`src/rtl/push_pkg.sv`:
```
// Shared types and defaults for the push-button round-robin arbiter slice.
package push_pkg;

    typedef enum logic [1:0] {
        S_IDLE  = 2'd0,
        S_GRANT = 2'd1,
        S_COOL  = 2'd2
    } state_t;

    localparam int unsigned DEF_N         = 8;
    localparam int unsigned DEF_HOLD_MAX  = 16;
    localparam int unsigned DEF_COOL      = 2;
    localparam int unsigned DEF_DB_CYCLES = 4;
    localparam int unsigned DEF_IDX_W     = $clog2(DEF_N);

endpackage

```
`src/rtl/push_rr_arbiter_if.sv`:
```
// Request/grant bundle between the button front end and the arbiter.
// slave = arbiter side, master = requester/resource side.
interface push_rr_arbiter_if
    import push_pkg::*;
#(
    parameter int unsigned N = DEF_N
);
    localparam int unsigned IW = $clog2(N);

    logic          enable;
    logic [N-1:0]  req;
    logic          ack;
    logic [N-1:0]  gnt;
    logic [IW-1:0] gnt_idx;
    logic          gnt_valid;
    logic [N-1:0]  pending;
    logic          busy;
    logic          timeout;

    modport slave (
        input  enable, req, ack,
        output gnt, gnt_idx, gnt_valid, pending, busy, timeout
    );

    modport master (
        output enable, req, ack,
        input  gnt, gnt_idx, gnt_valid, pending, busy, timeout
    );
endinterface

```
`src/rtl/push_rr_pick.sv`:
```
// Combinational round-robin pick: first pending bit at or after ptr, cyclically.
module push_rr_pick
    import push_pkg::*;
#(
    parameter int unsigned N  = DEF_N,
    parameter int unsigned IW = DEF_IDX_W
) (
    input  logic [N-1:0]  pending,
    input  logic [N-1:0]  ptr,
    output logic [N-1:0]  win_oh,
    output logic [IW-1:0] win_idx,
    output logic          any_valid
);
    logic [N-1:0] upper;
    logic [N-1:0] base;
    logic         found;

    // Bits at or above the pointer win first; otherwise wrap to the lowest pending bit.
    always_comb begin
        upper     = pending & ~(ptr - N'(1));
        base      = (|upper) ? upper : pending;
        win_oh    = '0;
        win_idx   = '0;
        found     = 1'b0;
        for (int unsigned i = 0; i < N; i++) begin
            if (base[i] && !found) begin
                win_oh[i] = 1'b1;
                win_idx   = IW'(i);
                found     = 1'b1;
            end
        end
        any_valid = |pending;
    end
endmodule

```
`src/rtl/push_rr_arbiter.sv`:
```
// Round-robin arbiter for N push-button requesters sharing one resource.
// Optional input debounce filter: define PUSH_DEBOUNCE_EN.
module push_rr_arbiter
    import push_pkg::*;
#(
    parameter int unsigned N         = DEF_N,
    parameter int unsigned HOLD_MAX  = DEF_HOLD_MAX,
    parameter int unsigned COOL      = DEF_COOL,
    parameter int unsigned DB_CYCLES = DEF_DB_CYCLES
) (
    input logic              clock,
    input logic              reset,
    push_rr_arbiter_if.slave bus
);
    localparam int unsigned IW   = $clog2(N);
    localparam int unsigned TMAX = (HOLD_MAX > COOL) ? HOLD_MAX : COOL;
    localparam int unsigned TW   = $clog2(TMAX + 1);

    if (N < 2) begin : g_bad_n
        $error("push_rr_arbiter: N must be at least 2");
    end
    if (HOLD_MAX < 1 || COOL < 1 || DB_CYCLES < 1) begin : g_bad_timing
        $error("push_rr_arbiter: HOLD_MAX, COOL and DB_CYCLES must be at least 1");
    end

    state_t        state_q, state_d;
    logic [TW-1:0] timer_q, timer_d;
    logic [N-1:0]  sync1_q, sync1_d, sync2_q, sync2_d;
    logic [N-1:0]  lvl_q, lvl_d, level, rise;
    logic [N-1:0]  ptr_q, ptr_d, pending_q, pending_d, gsel_q, gsel_d;
    logic [IW-1:0] gidx_q, gidx_d;
    logic          timeout_q, timeout_d, grant_fire;
    logic [N-1:0]  win_oh;
    logic [IW-1:0] win_idx;
    logic          any_valid;

    push_rr_pick #(
        .N  (N),
        .IW (IW)
    ) u_pick (
        .pending   (pending_q),
        .ptr       (ptr_q),
        .win_oh    (win_oh),
        .win_idx   (win_idx),
        .any_valid (any_valid)
    );

`ifdef PUSH_DEBOUNCE_EN
    localparam int unsigned DBW = $clog2(DB_CYCLES + 1);

    logic [DBW-1:0] db_cnt_q [N];
    logic [DBW-1:0] db_cnt_d [N];
    logic [N-1:0]   filt_q, filt_d;

    // Filtered level follows the synchronized bit only after DB_CYCLES differing samples in a row.
    always_comb begin
        filt_d = filt_q;
        for (int unsigned i = 0; i < N; i++) begin
            db_cnt_d[i] = '0;
            if (sync2_q[i] != filt_q[i]) begin
                if (db_cnt_q[i] == DBW'(DB_CYCLES - 1)) begin
                    filt_d[i] = sync2_q[i];
                end else begin
                    db_cnt_d[i] = db_cnt_q[i] + DBW'(1);
                end
            end
        end
    end

    // Debounce counters and filtered level.
    always_ff @(posedge clock or posedge reset) begin
        if (reset) begin
            for (int unsigned i = 0; i < N; i++) begin
                db_cnt_q[i] <= '0;
            end
            filt_q <= '0;
        end else begin
            db_cnt_q <= db_cnt_d;
            filt_q   <= filt_d;
        end
    end

    assign level = filt_q;
`else
    assign level = sync2_q;
`endif

    assign rise = level & ~lvl_q;

    // State register plus all datapath flops.
    always_ff @(posedge clock or posedge reset) begin
        if (reset) begin
            state_q   <= S_IDLE;
            timer_q   <= '0;
            sync1_q   <= '0;
            sync2_q   <= '0;
            lvl_q     <= '0;
            ptr_q     <= N'(1);
            pending_q <= '0;
            gsel_q    <= '0;
            gidx_q    <= '0;
            timeout_q <= 1'b0;
        end else begin
            state_q   <= state_d;
            timer_q   <= timer_d;
            sync1_q   <= sync1_d;
            sync2_q   <= sync2_d;
            lvl_q     <= lvl_d;
            ptr_q     <= ptr_d;
            pending_q <= pending_d;
            gsel_q    <= gsel_d;
            gidx_q    <= gidx_d;
            timeout_q <= timeout_d;
        end
    end

    // Next-state logic: grant from IDLE, release on ack or hold expiry, then cool down.
    always_comb begin
        state_d    = state_q;
        timer_d    = timer_q;
        timeout_d  = 1'b0;
        grant_fire = 1'b0;
        unique case (state_q)
            S_IDLE: begin
                if (bus.enable && any_valid) begin
                    state_d    = S_GRANT;
                    timer_d    = '0;
                    grant_fire = 1'b1;
                end
            end
            S_GRANT: begin
                if (bus.ack) begin
                    state_d = S_COOL;
                    timer_d = '0;
                end else if (timer_q == TW'(HOLD_MAX - 1)) begin
                    state_d   = S_COOL;
                    timer_d   = '0;
                    timeout_d = 1'b1;
                end else begin
                    timer_d = timer_q + TW'(1);
                end
            end
            S_COOL: begin
                if (timer_q == TW'(COOL - 1)) begin
                    state_d = S_IDLE;
                    timer_d = '0;
                end else begin
                    timer_d = timer_q + TW'(1);
                end
            end
            default: begin
                state_d = S_IDLE;
                timer_d = '0;
            end
        endcase
    end

    // Input capture, pending set/clear, pointer rotation and grant latch.
    // A new press lands after the winner's clear so it is never lost.
    always_comb begin
        sync1_d   = bus.req;
        sync2_d   = sync1_q;
        lvl_d     = level;
        pending_d = pending_q;
        ptr_d     = ptr_q;
        gsel_d    = gsel_q;
        gidx_d    = gidx_q;
        if (grant_fire) begin
            pending_d = pending_d & ~win_oh;
            gsel_d    = win_oh;
            gidx_d    = win_idx;
        end
        pending_d = pending_d | rise;
        if (!$onehot(ptr_q)) begin
            ptr_d = N'(1);
        end else if (grant_fire) begin
            ptr_d = {win_oh[N-2:0], win_oh[N-1]};
        end
    end

    // Outputs decoded from state so reset clears them without a clock.
    always_comb begin
        bus.gnt       = (state_q == S_GRANT) ? gsel_q : '0;
        bus.gnt_idx   = (state_q == S_GRANT) ? gidx_q : '0;
        bus.gnt_valid = (state_q == S_GRANT);
        bus.busy      = (state_q != S_IDLE);
        bus.pending   = pending_q;
        bus.timeout   = timeout_q;
    end
endmodule

```
`src/flat_wrapper.sv`:
```
// flat-port wrapper written by rule: the top's interface ports become plain ports
module push_rr_arbiter_flat import push_pkg::*;
#(
    parameter int unsigned N         = DEF_N,
    parameter int unsigned HOLD_MAX  = DEF_HOLD_MAX,
    parameter int unsigned COOL      = DEF_COOL,
    parameter int unsigned DB_CYCLES = DEF_DB_CYCLES
)
  (clock, reset, bus_enable, bus_req, bus_ack, bus_gnt, bus_gnt_idx, bus_gnt_valid, bus_pending, bus_busy, bus_timeout);
  push_rr_arbiter_if #(.N(N)) bus_i ();
  input logic clock;
  input logic reset;
  input wire logic [$bits(bus_i.enable)-1:0] bus_enable;
  input wire logic [$bits(bus_i.req)-1:0] bus_req;
  input wire logic [$bits(bus_i.ack)-1:0] bus_ack;
  output wire logic [$bits(bus_i.gnt)-1:0] bus_gnt;
  output wire logic [$bits(bus_i.gnt_idx)-1:0] bus_gnt_idx;
  output wire logic [$bits(bus_i.gnt_valid)-1:0] bus_gnt_valid;
  output wire logic [$bits(bus_i.pending)-1:0] bus_pending;
  output wire logic [$bits(bus_i.busy)-1:0] bus_busy;
  output wire logic [$bits(bus_i.timeout)-1:0] bus_timeout;
  assign bus_i.enable = bus_enable;
  assign bus_i.req = bus_req;
  assign bus_i.ack = bus_ack;
  assign bus_gnt = bus_i.gnt;
  assign bus_gnt_idx = bus_i.gnt_idx;
  assign bus_gnt_valid = bus_i.gnt_valid;
  assign bus_pending = bus_i.pending;
  assign bus_busy = bus_i.busy;
  assign bus_timeout = bus_i.timeout;
  push_rr_arbiter #(.N(N), .HOLD_MAX(HOLD_MAX), .COOL(COOL), .DB_CYCLES(DB_CYCLES)) u_core (.clock(clock), .reset(reset), .bus(bus_i));
endmodule
```
`config.mk`:
```
export PLATFORM = sky130hd
export DESIGN_NAME = push_rr_arbiter_flat
export DESIGN_NICKNAME = d
export VERILOG_FILES = /design/src/rtl/push_pkg.sv /design/src/rtl/push_rr_arbiter_if.sv /design/src/rtl/push_rr_pick.sv /design/src/rtl/push_rr_arbiter.sv /design/src/flat_wrapper.sv
export SDC_FILE = /design/constraint.sdc
export NUM_CORES = 1
export LEC_CHECK = 0
export BUFFER_PORTS_ARGS = -buffer_cell sky130_fd_sc_hd__buf_2
export CORE_ASPECT_RATIO = 1.2
export CORE_MARGIN = 5
export CORE_UTILIZATION = 50
export DETAILED_ROUTE_END_ITERATION = 10
export GPL_TIMING_DRIVEN = 0
export PLACE_DENSITY = 0.7
export SLEW_MARGIN = 20
export SYNTH_ARGS = -nofsm -noshare
export SYNTH_HDL_FRONTEND = slang
export SYNTH_SLANG_ARGS = --single-unit
```
`constraint.sdc`:
```
create_clock -name clock -period 4.72 [get_ports clock]
set_input_delay 0.708 -clock clock [delete_from_list [all_inputs] [get_ports clock]]
set_output_delay 0.708 -clock clock [all_outputs]
set_load 0.02 [all_outputs]
```
# ---- Word-level counts from Yosys, hierarchy flattened
# Index checks and enable logic that the tools add are counted.
dict set report op_classes {
  n_bitwise 7
  n_reduce_logical 20
  eq_ne 9
  muxes 42
  add_sub_neg 9
}
# operator count
set op_table {}
lappend op_table {{$mux 8} 5}
lappend op_table {{$and 8x8->8} 3}
lappend op_table {{$not 8->8} 3}
lappend op_table {{$mux 3} 7}
lappend op_table {{$mux 1} 20}
lappend op_table {{$mux 5} 4}
lappend op_table {{$reduce_or 8->1} 2}
lappend op_table {{$pmux 5 s3} 1}
lappend op_table {{$add 4x4->4} 3}
lappend op_table {{$add 1x1->2} 4}
lappend op_table {{$logic_and 1x1->1} 8}
lappend op_table {{$mux 2} 4}
lappend op_table {{$or 8x8->8} 1}
lappend op_table {{$sub 8x1->8 const B} 1}
lappend op_table {{$logic_not 1->1} 7}
lappend op_table {{$ne 2x1->1 const B} 3}
lappend op_table {{$pmux 2 s3} 1}
lappend op_table {{$add 5x1->5 const B} 1}
lappend op_table {{$eq 5x1->1 const B} 1}
lappend op_table {{$eq 5x4->1 const B} 1}
lappend op_table {{$eq 4x1->1 const B} 1}
lappend op_table {{$ne 3x2->1 const B} 1}
lappend op_table {{$reduce_and 3->1} 1}
lappend op_table {{$eq 2x1->1 const B} 1}
lappend op_table {{other kinds (3)} 3}
dict set report totals {
  input_bits 12
  word_cells 97
  ff_bits 59
}

# ---- Logic depth before layout (Yosys ltp)
# Gate-level depths: netlist of the first run.
dict set report depth {
  word_depth 31
  depth_mapped 11
  ltp_nobuf 11
}

# ---- By module
# A second synthesis of the first run with hierarchy kept.
dict set report unflattened {
  cells_unflattened 303
  hier_area_um2 2944.1
}
# mod cells_each instances area_each_um2
set modules_own_cells {}
lappend modules_own_cells {push_rr_arbiter 224 1 2417.3}
lappend modules_own_cells {push_rr_pick 79 1 526.8}

# ---- Worst setup path before layout of the first run
# Ideal clock, no wire load.
dict set report synth_timing {
  path_kind {register to register}
  start {register u_core.ptr_q[4]}
  end {register u_core.ptr_q[5]}
  path_slack_ns 1.418
  arrival_ns 3.207
  stages_incl_launch_ff 11
  setup_ns 0.095
  required_time_ns 4.625
  period_less_slack_ns 3.302
  cell_sequence {dfrtp_1 > inv_1 > ha_1 > inv_1 > fa_1 > inv_1 > fa_1 > ha_1 > fa_1 > or4b_2 > o31ai_1}
}
dict set report synth_via {
  elab_chain_cells 20
  word_cells_on_any_way 25
}
# item line
set synth_lines {}
lappend synth_lines {{from (decl)} push_rr_arbiter.sv:30} ;# logic [N-1:0] ptr_q, ptr_d, pending_q, pending_d, gsel_q, gsel_d;
lappend synth_lines {{from (signal assigned)} push_rr_arbiter.sv:109} ;# ptr_q <= ptr_d;
lappend synth_lines {{$sub 8x1->8} push_rr_pick.sv:20} ;# upper = pending & ~(ptr - N'(1));
lappend synth_lines {{$not 8->8} push_rr_pick.sv:20}
lappend synth_lines {{$and 8x8->8} push_rr_pick.sv:20}
lappend synth_lines {{$reduce_or 8->1} push_rr_pick.sv:21} ;# base = (|upper) ? upper : pending;
lappend synth_lines {{$mux 8} push_rr_pick.sv:21}
lappend synth_lines {{$mux 1} push_rr_pick.sv:26} ;# if (base[i] && !found) begin
lappend synth_lines {{$logic_not 1->1} push_rr_pick.sv:26}
lappend synth_lines {{$logic_and 1x1->1} push_rr_pick.sv:26}
lappend synth_lines {{[4 not listed]} -}
lappend synth_lines {{$logic_not 1->1} push_rr_pick.sv:26}
lappend synth_lines {{$logic_and 1x1->1} push_rr_pick.sv:26}
lappend synth_lines {{$mux 1} push_rr_pick.sv:26}
lappend synth_lines {{$logic_not 1->1} push_rr_pick.sv:26}
lappend synth_lines {{$logic_and 1x1->1} push_rr_pick.sv:26}
lappend synth_lines {{$mux 1} push_rr_pick.sv:26}
lappend synth_lines {{$mux 8} push_rr_arbiter.sv:176} ;# end else if (grant_fire) begin
lappend synth_lines {{$mux 8} push_rr_arbiter.sv:174} ;# if (!$onehot(ptr_q)) begin
# Several ways; a longest one is shown, not always the timed one. The select of a mux whose other input is x is not followed.
# A chain may end at the register's enable or synchronous reset.

# ---- Worst setup path in the final report of the first run
# Same ends and word-level chain as after synthesis.

==> flow_summary.json, run 1 <==
{
  "synthTopCellsByArea": "dfrtp_1 (48%), ha_1 (7.4%), inv_1 (4.2%), nand2_1 (3.2%), and2_1 (2.9%)",
  "die_area_um2": 7730,
  "endpoint_kind": "flip-flop",
  "min_from": "u_core.sync1_q[4]",
  "fin_util_pct": 58.6,
  "clk_pin_slew_worst_paths_ns": 0.07,
  "avgSynthCellArea_um2": 10.7,
  "syn_to_final_growth_pct": 15.5,
  "hold_buffers": 0,
  "synth_top_area_share_pct": 47.9,
  "cap_viol_max_count": 0,
  "crit_fanout": 7,
  "yosysSeqAreaShare_pct": 48.7,
  "start_kind": "flip-flop",
  "ant_nets": 0,
  "final_net_count": 362,
  "seqCellArea_um2": 1480,
  "fmax_mhz": 276,
  "cts_tree": "built",
  "routedWlPerCell_um": 15.2,
  "p_leak_nw": 1.69,
  "cts_repair_resize_count": 0,
  "die_h_um": 95.3,
  "worstHoldPathType": "reg -> reg",
  "die_w_um": 81.1,
  "firstDrtPassIters": 4,
  "rsz0062_at_grt": "false",
  "synth_most_common_cell": "dfrtp_1",
  "port_buffers": 33,
  "async_flop_share_pct": 100,
  "grt-ovfl-total": 0,
  "wl_mm": 6.29,
  "start_util_pct": 50.8,
  "ys_ff_latch": 59,
  "synth_edf_count": 0,
  "worstMarginPinSlew_ns": 0.692,
  "antenna_found_initial": 0,
  "grt_pass1_vias": 2296,
  "drv_slew": 0,
  "min_period_ns": 3.63,
  "synth_cell_types": 59,
  "clk_latency_ns": 0.34,
  "ir_drop_mv": 0.294,
  "vias": 2304,
  "status": "completed",
  "drt-initial-drc-count": 111,
  "regToRegSetupSlack_ns": 1.09,
  "rows": 31,
  "hpwl_mm": 4.62,
  "fill_cells": 542,
  "setup_violations": 0,
  "power_density_nw_per_um2": 541,
  "hold_violations": 0,
  "ios": 34,
  "grt_start_max_net_pins": 60,
  "drive_above_1_share_pct": 21.3,
  "ys_warn_count": 0,
  "worstSetupPathType": "reg -> reg",
  "setup_tns_ns": 0,
  "htreeDepth": 3,
  "grt_usage_pct": 18.3,
  "netlist_top_cells_count": "dfrtp_1 (58), inv_1 (34), nand2_1 (26)",
  "startpoint": "u_core.ptr_q[4]",
  "worstPathRequired_ns": 4.95,
  "drcViolationCount": 0,
  "syn-cell-area_um2": 3030,
  "multi_input_area_um2": 1400,
  "place.gp.congestion": 0.915,
  "synth_top_area_cell": "dfrtp_1",
  "synth_flop_cell": "dfrtp_1",
  "syn_inst": 284,
  "cts_sinks": 59,
  "via_per_inst": 5.55,
  "antenna_cells": 0,
  "cts_max_path_buffers": 2,
  "numCtsBuffers": 9,
  "grt_pass1_wl_mm": 10.7,
  "root_buffer": "clkbuf_8",
  "core-area_um2": 5970,
  "rr_startpoint": "u_core.ptr_q[4]",
  "cts_setup_buffers": 0,
  "slew_headroom_pct": 53.8,
  "min_period_over_period_pct": 76.9,
  "cp.arrival_ns": 3.86,
  "syn_nets": 318,
  "finClkSkew_ns": 0.0134
}
-- cells by family after synthesis --
| logic type | synth area share, % |
|---|---|
| and+or+nand+nor | 15.5 |
| AOI/OAI and AO/OA | 17.7 |
| DFF | 48.7 |
| buffers and inverters | 5.24 |
| adders and majority gates | 10.1 |
| muxes | 2.15 |
| xor gates and xnor gates | 0.578 |
-- stage by stage --
stage | setup WS, ns | instance area, um2 | cells | hold WS, ns | total power, mW
2_1_floorplan | 1.42 | 3030 | 284 | 0.331 | 1.22
3_3_place_gp | 0.919 | 3300 | 399 | 0.331 | 1.43
3_5_place_dp | 0.894 | 3300 | 399 | 0.335 | 1.44
4_1_cts | 0.858 | 3500 | 415 | 0.350 | 1.89
5_1_grt | 0.905 | 3500 | 415 | 0.356 | 2.03
6_report | 1.09 | 3500 | 415 | 0.348 | 1.89
-- final cells by class --
cell class	count	area share [%]
inverter	34	3.72
multi-input combinational	187	40.0
tap	82	2.93
clock inverter	5	1.79
buffer	4	0.893
clock buffer	11	3.75
sequential	59	42.2
timing repair buffer	33	4.72
-- worst paths after layout --
check,cells after the start,endpoint
setup / recovery,10,u_core.ptr_q[5]
hold / removal,0,u_core.level[4]
setup reg to reg,10,u_core.ptr_q[5]
hold reg to reg,0,u_core.level[4]
max in group asynchronous,2,u_core.bus.pending[4]
min in group asynchronous,2,u_core.state_q[1]
-- flip-flops by register name, indices dropped and copies added, names as in the netlist --
register	flops
u_core.ptr_q	8
u_core.bus.timeout	1
u_core.gsel_q	8
u_core.bus.pending	8
u_core.lvl_q	8
u_core.sync1_q	8
u_core.state_q	2
u_core.level	8
u_core.timer_q	5
u_core.gidx_q	3
-- report_power, final --
part,internal (mW),switching [mW]
Combinational,0.299,0.482
Sequential,0.581,0.0850
Clock,0.247,0.200
-- critical path, stage by stage, from the launching register on --
cell and delay, ns:
dfrtp_1 0.47, inv_1 0.14, ha_1 0.30, inv_1 0.05, fa_1 0.39, inv_1 0.08, fa_1 0.41, ha_1 0.22
fa_1 0.46, or4b_2 0.73, o31ai_1 0.27
-- layout by cell type (no fill, tap or decap), types with 3 or more instances in the layout --
cell type and count:
o2bb2ai_1 3, nand3_1 9, mux2_2 4, nor2_1 11, and2_1 14, nand4_1 3, o22ai_1 3, o41ai_1 3
nand2_1 26, o21ai_0 13, clkbuf_1 3, clkbuf_8 9, inv_1 33, ha_1 18, fa_1 4, o211ai_1 3
and3_1 3, dfrtp_1 58, buf_2 34, a22o_1 3, o21a_1 3, a21oi_1 8, nand2b_1 4, o31ai_1 4
-- layer usage --
layer	part of all wire, %	global-route usage, %
met5	0	0
met4	2.8	7.89
met3	4.5	4.25
met2	49	29.2
met1	44	23.7
Note: power is estimated with default switching activity, not from simulation.
==> inputs of run 2 (changes only) <==
- PLACE_DENSITY: 0.7 -> 0.73
- clock period: 4.72 -> 3.05 ns (I/O delays scaled with it)
==> flow_summary.json, run 2 (synthesized netlist as in run 1, its figures left out) <==
{
  "cts_tree": "built",
  "root_buffer": "clkbuf_8",
  "die_area_um2": 7730,
  "worstHoldPathType": "in -> reg",
  "cp.arrival_ns": 3.34,
  "start_util_pct": 50.8,
  "finClkSkew_ns": 0.00493,
  "min_period_ns": 3.10,
  "dp.cells": 399,
  "routedWlPerCell_um": 15.5,
  "grt_start_max_net_pins": 60,
  "clk_pin_slew_worst_paths_ns": 0.06,
  "p_leak_nw": 1.79,
  "fin_ws_ns": -0.0477,
  "clk_latency_ns": 0.33,
  "cap_viol_max_count": 0,
  "rr_startpoint": "u_core.ptr_q[5]",
  "endpoint_kind": "flip-flop",
  "via_per_inst": 5.46,
  "grt_pass1_vias": 2405,
  "rsz0062_at_grt": "true",
  "drcViolationCount": 0,
  "port_buffers": 33,
  "power_density_nw_per_um2": 928,
  "layout_commonest_cell": "dfrtp_1",
  "antenna_found_initial": 0,
  "drive_above_1_share_pct": 30.2,
  "final_cells": 426,
  "status": "finished with violations",
  "syn_to_final_growth_pct": 24.3,
  "grt_usage_pct": 19.3,
  "grt-ovfl-total": 0,
  "slew_headroom_pct": 53.6,
  "start_kind": "flip-flop",
  "crit_fanout": 4,
  "ant_nets": 0,
  "core-area_um2": 5970,
  "numCtsBuffers": 9,
  "vias": 2325,
  "fill_cells": 507,
  "fmax_mhz": 323,
  "die_h_um": 95.3,
  "die_w_um": 81.1,
  "setup_violations": 2,
  "min_from": "bus_req[3]",
  "cts_sinks": 59,
  "drt-initial-drc-count": 150,
  "worstMarginPinSlew_ns": 0.696,
  "hold_violations": 0,
  "worstSetupPathType": "reg -> reg",
  "place.gp.congestion": 0.941,
  "htreeDepth": 3,
  "rows": 31,
  "wl_mm": 6.62,
  "grt_pass1_wl_mm": 11.2,
  "design_power_total_mw": 3.50,
  "hold_buffers": 0,
  "violations": "negative setup slack",
  "hpwl_mm": 4.61,
  "ir_drop_mv": 0.486,
  "firstDrtPassIters": 4,
  "cts_max_path_buffers": 2,
  "finalHoldWorstSlack_ns": 0.226,
  "min_period_over_period_pct": 102,
  "final_net_count": 373,
  "antenna_cells": 0,
  "drv_slew": 0,
  "ios": 34,
  "startpoint": "u_core.ptr_q[5]",
  "worstPathRequired_ns": 3.29,
  "most-common-layout-cells": "dfrtp_1 (52), buf_2 (34), nand2_1 (26), inv_1 (26), and2_1 (14)"
}
[run 2: changes by cell type in the layout (fill, tap and decap cells not counted), sizes merged]
cell and change:
buf +11, bufinv +3, clkinvlp -2, clkbuf +1, clkinv -1, inv -1
[run 2: metal layers]
layer	wire length, um	track usage (%)	part of all wire, %
met3	293	5.29	4.4
met2	3360	32.6	51
met1	2830	22.5	43
met4	138	9.30	2.1
met5	0	0	0
[run 2: path summary, 6_finish.rpt]
| kind | depth (start not counted) | slack (ns) | end |
|---|---|---|---|
| min in group asynchronous | 2 | 0.25 | u_core.level[6] |
| max | 7 | -0.05 | u_core.ptr_q[5] |
| min reg2reg | 0 | 0.35 | u_core.level[7] |
| max reg2reg | 7 | -0.05 | u_core.ptr_q[5] |
| min | 1 | 0.23 | u_core.sync1_q[3] |
| max in group asynchronous | 2 | 2.30 | u_core.ptr_q[5] |
[run 2: final cells by class]
cell class | instances | area [um2] | share of cell area, %
buffer | 4 | 31.3 | 0.830
clock buffer | 12 | 155 | 4.12
clock inverter | 4 | 120 | 3.19
inverter | 34 | 133 | 3.52
multi-input combinational | 187 | 1480 | 39.2
sequential | 59 | 1490 | 39.4
tap | 82 | 103 | 2.72
timing repair buffer | 44 | 264 | 7.01
[run 2: what timing repair did]
| action | in CTS | in global routing |
|---|---|---|
| setup endpoints to repair | 8 | 8 |
| gates resized for setup | 20 | 4 |
| pin swaps | 9 | 4 |
| buffers inserted | 8 | 3 |
[run 2: critical path: stages (launching register included)]
cell and delay, ns:
dfrtp_2 0.45, ha_4 0.18, fa_1 0.49, fa_1 0.51
ha_2 0.18, fa_2 0.46, or4b_4 0.55, o31ai_2 0.19
[run 2: per-stage QoR]
step                      util (%)  setup WS [ns]  setup TNS [ns]  cell area, um2
final                         63.1        -0.0477         -0.0565            3770
after global routing          63.1         -0.127          -0.409            3770
after CTS                     62.3         -0.167          -0.530            3720
after detailed placement      55.4         -0.469           -2.54            3310
after global placement        55.4         -0.397           -2.07            3310
after floorplan                  -        -0.0870         -0.0870            3040
[run 2: power breakdown]
part / switching (mW) / internal [mW]
Combinational: 0.836 / 0.678
Sequential: 0.115 / 0.902
Clock: 0.296 / 0.671
Total: 1.25 / 2.25
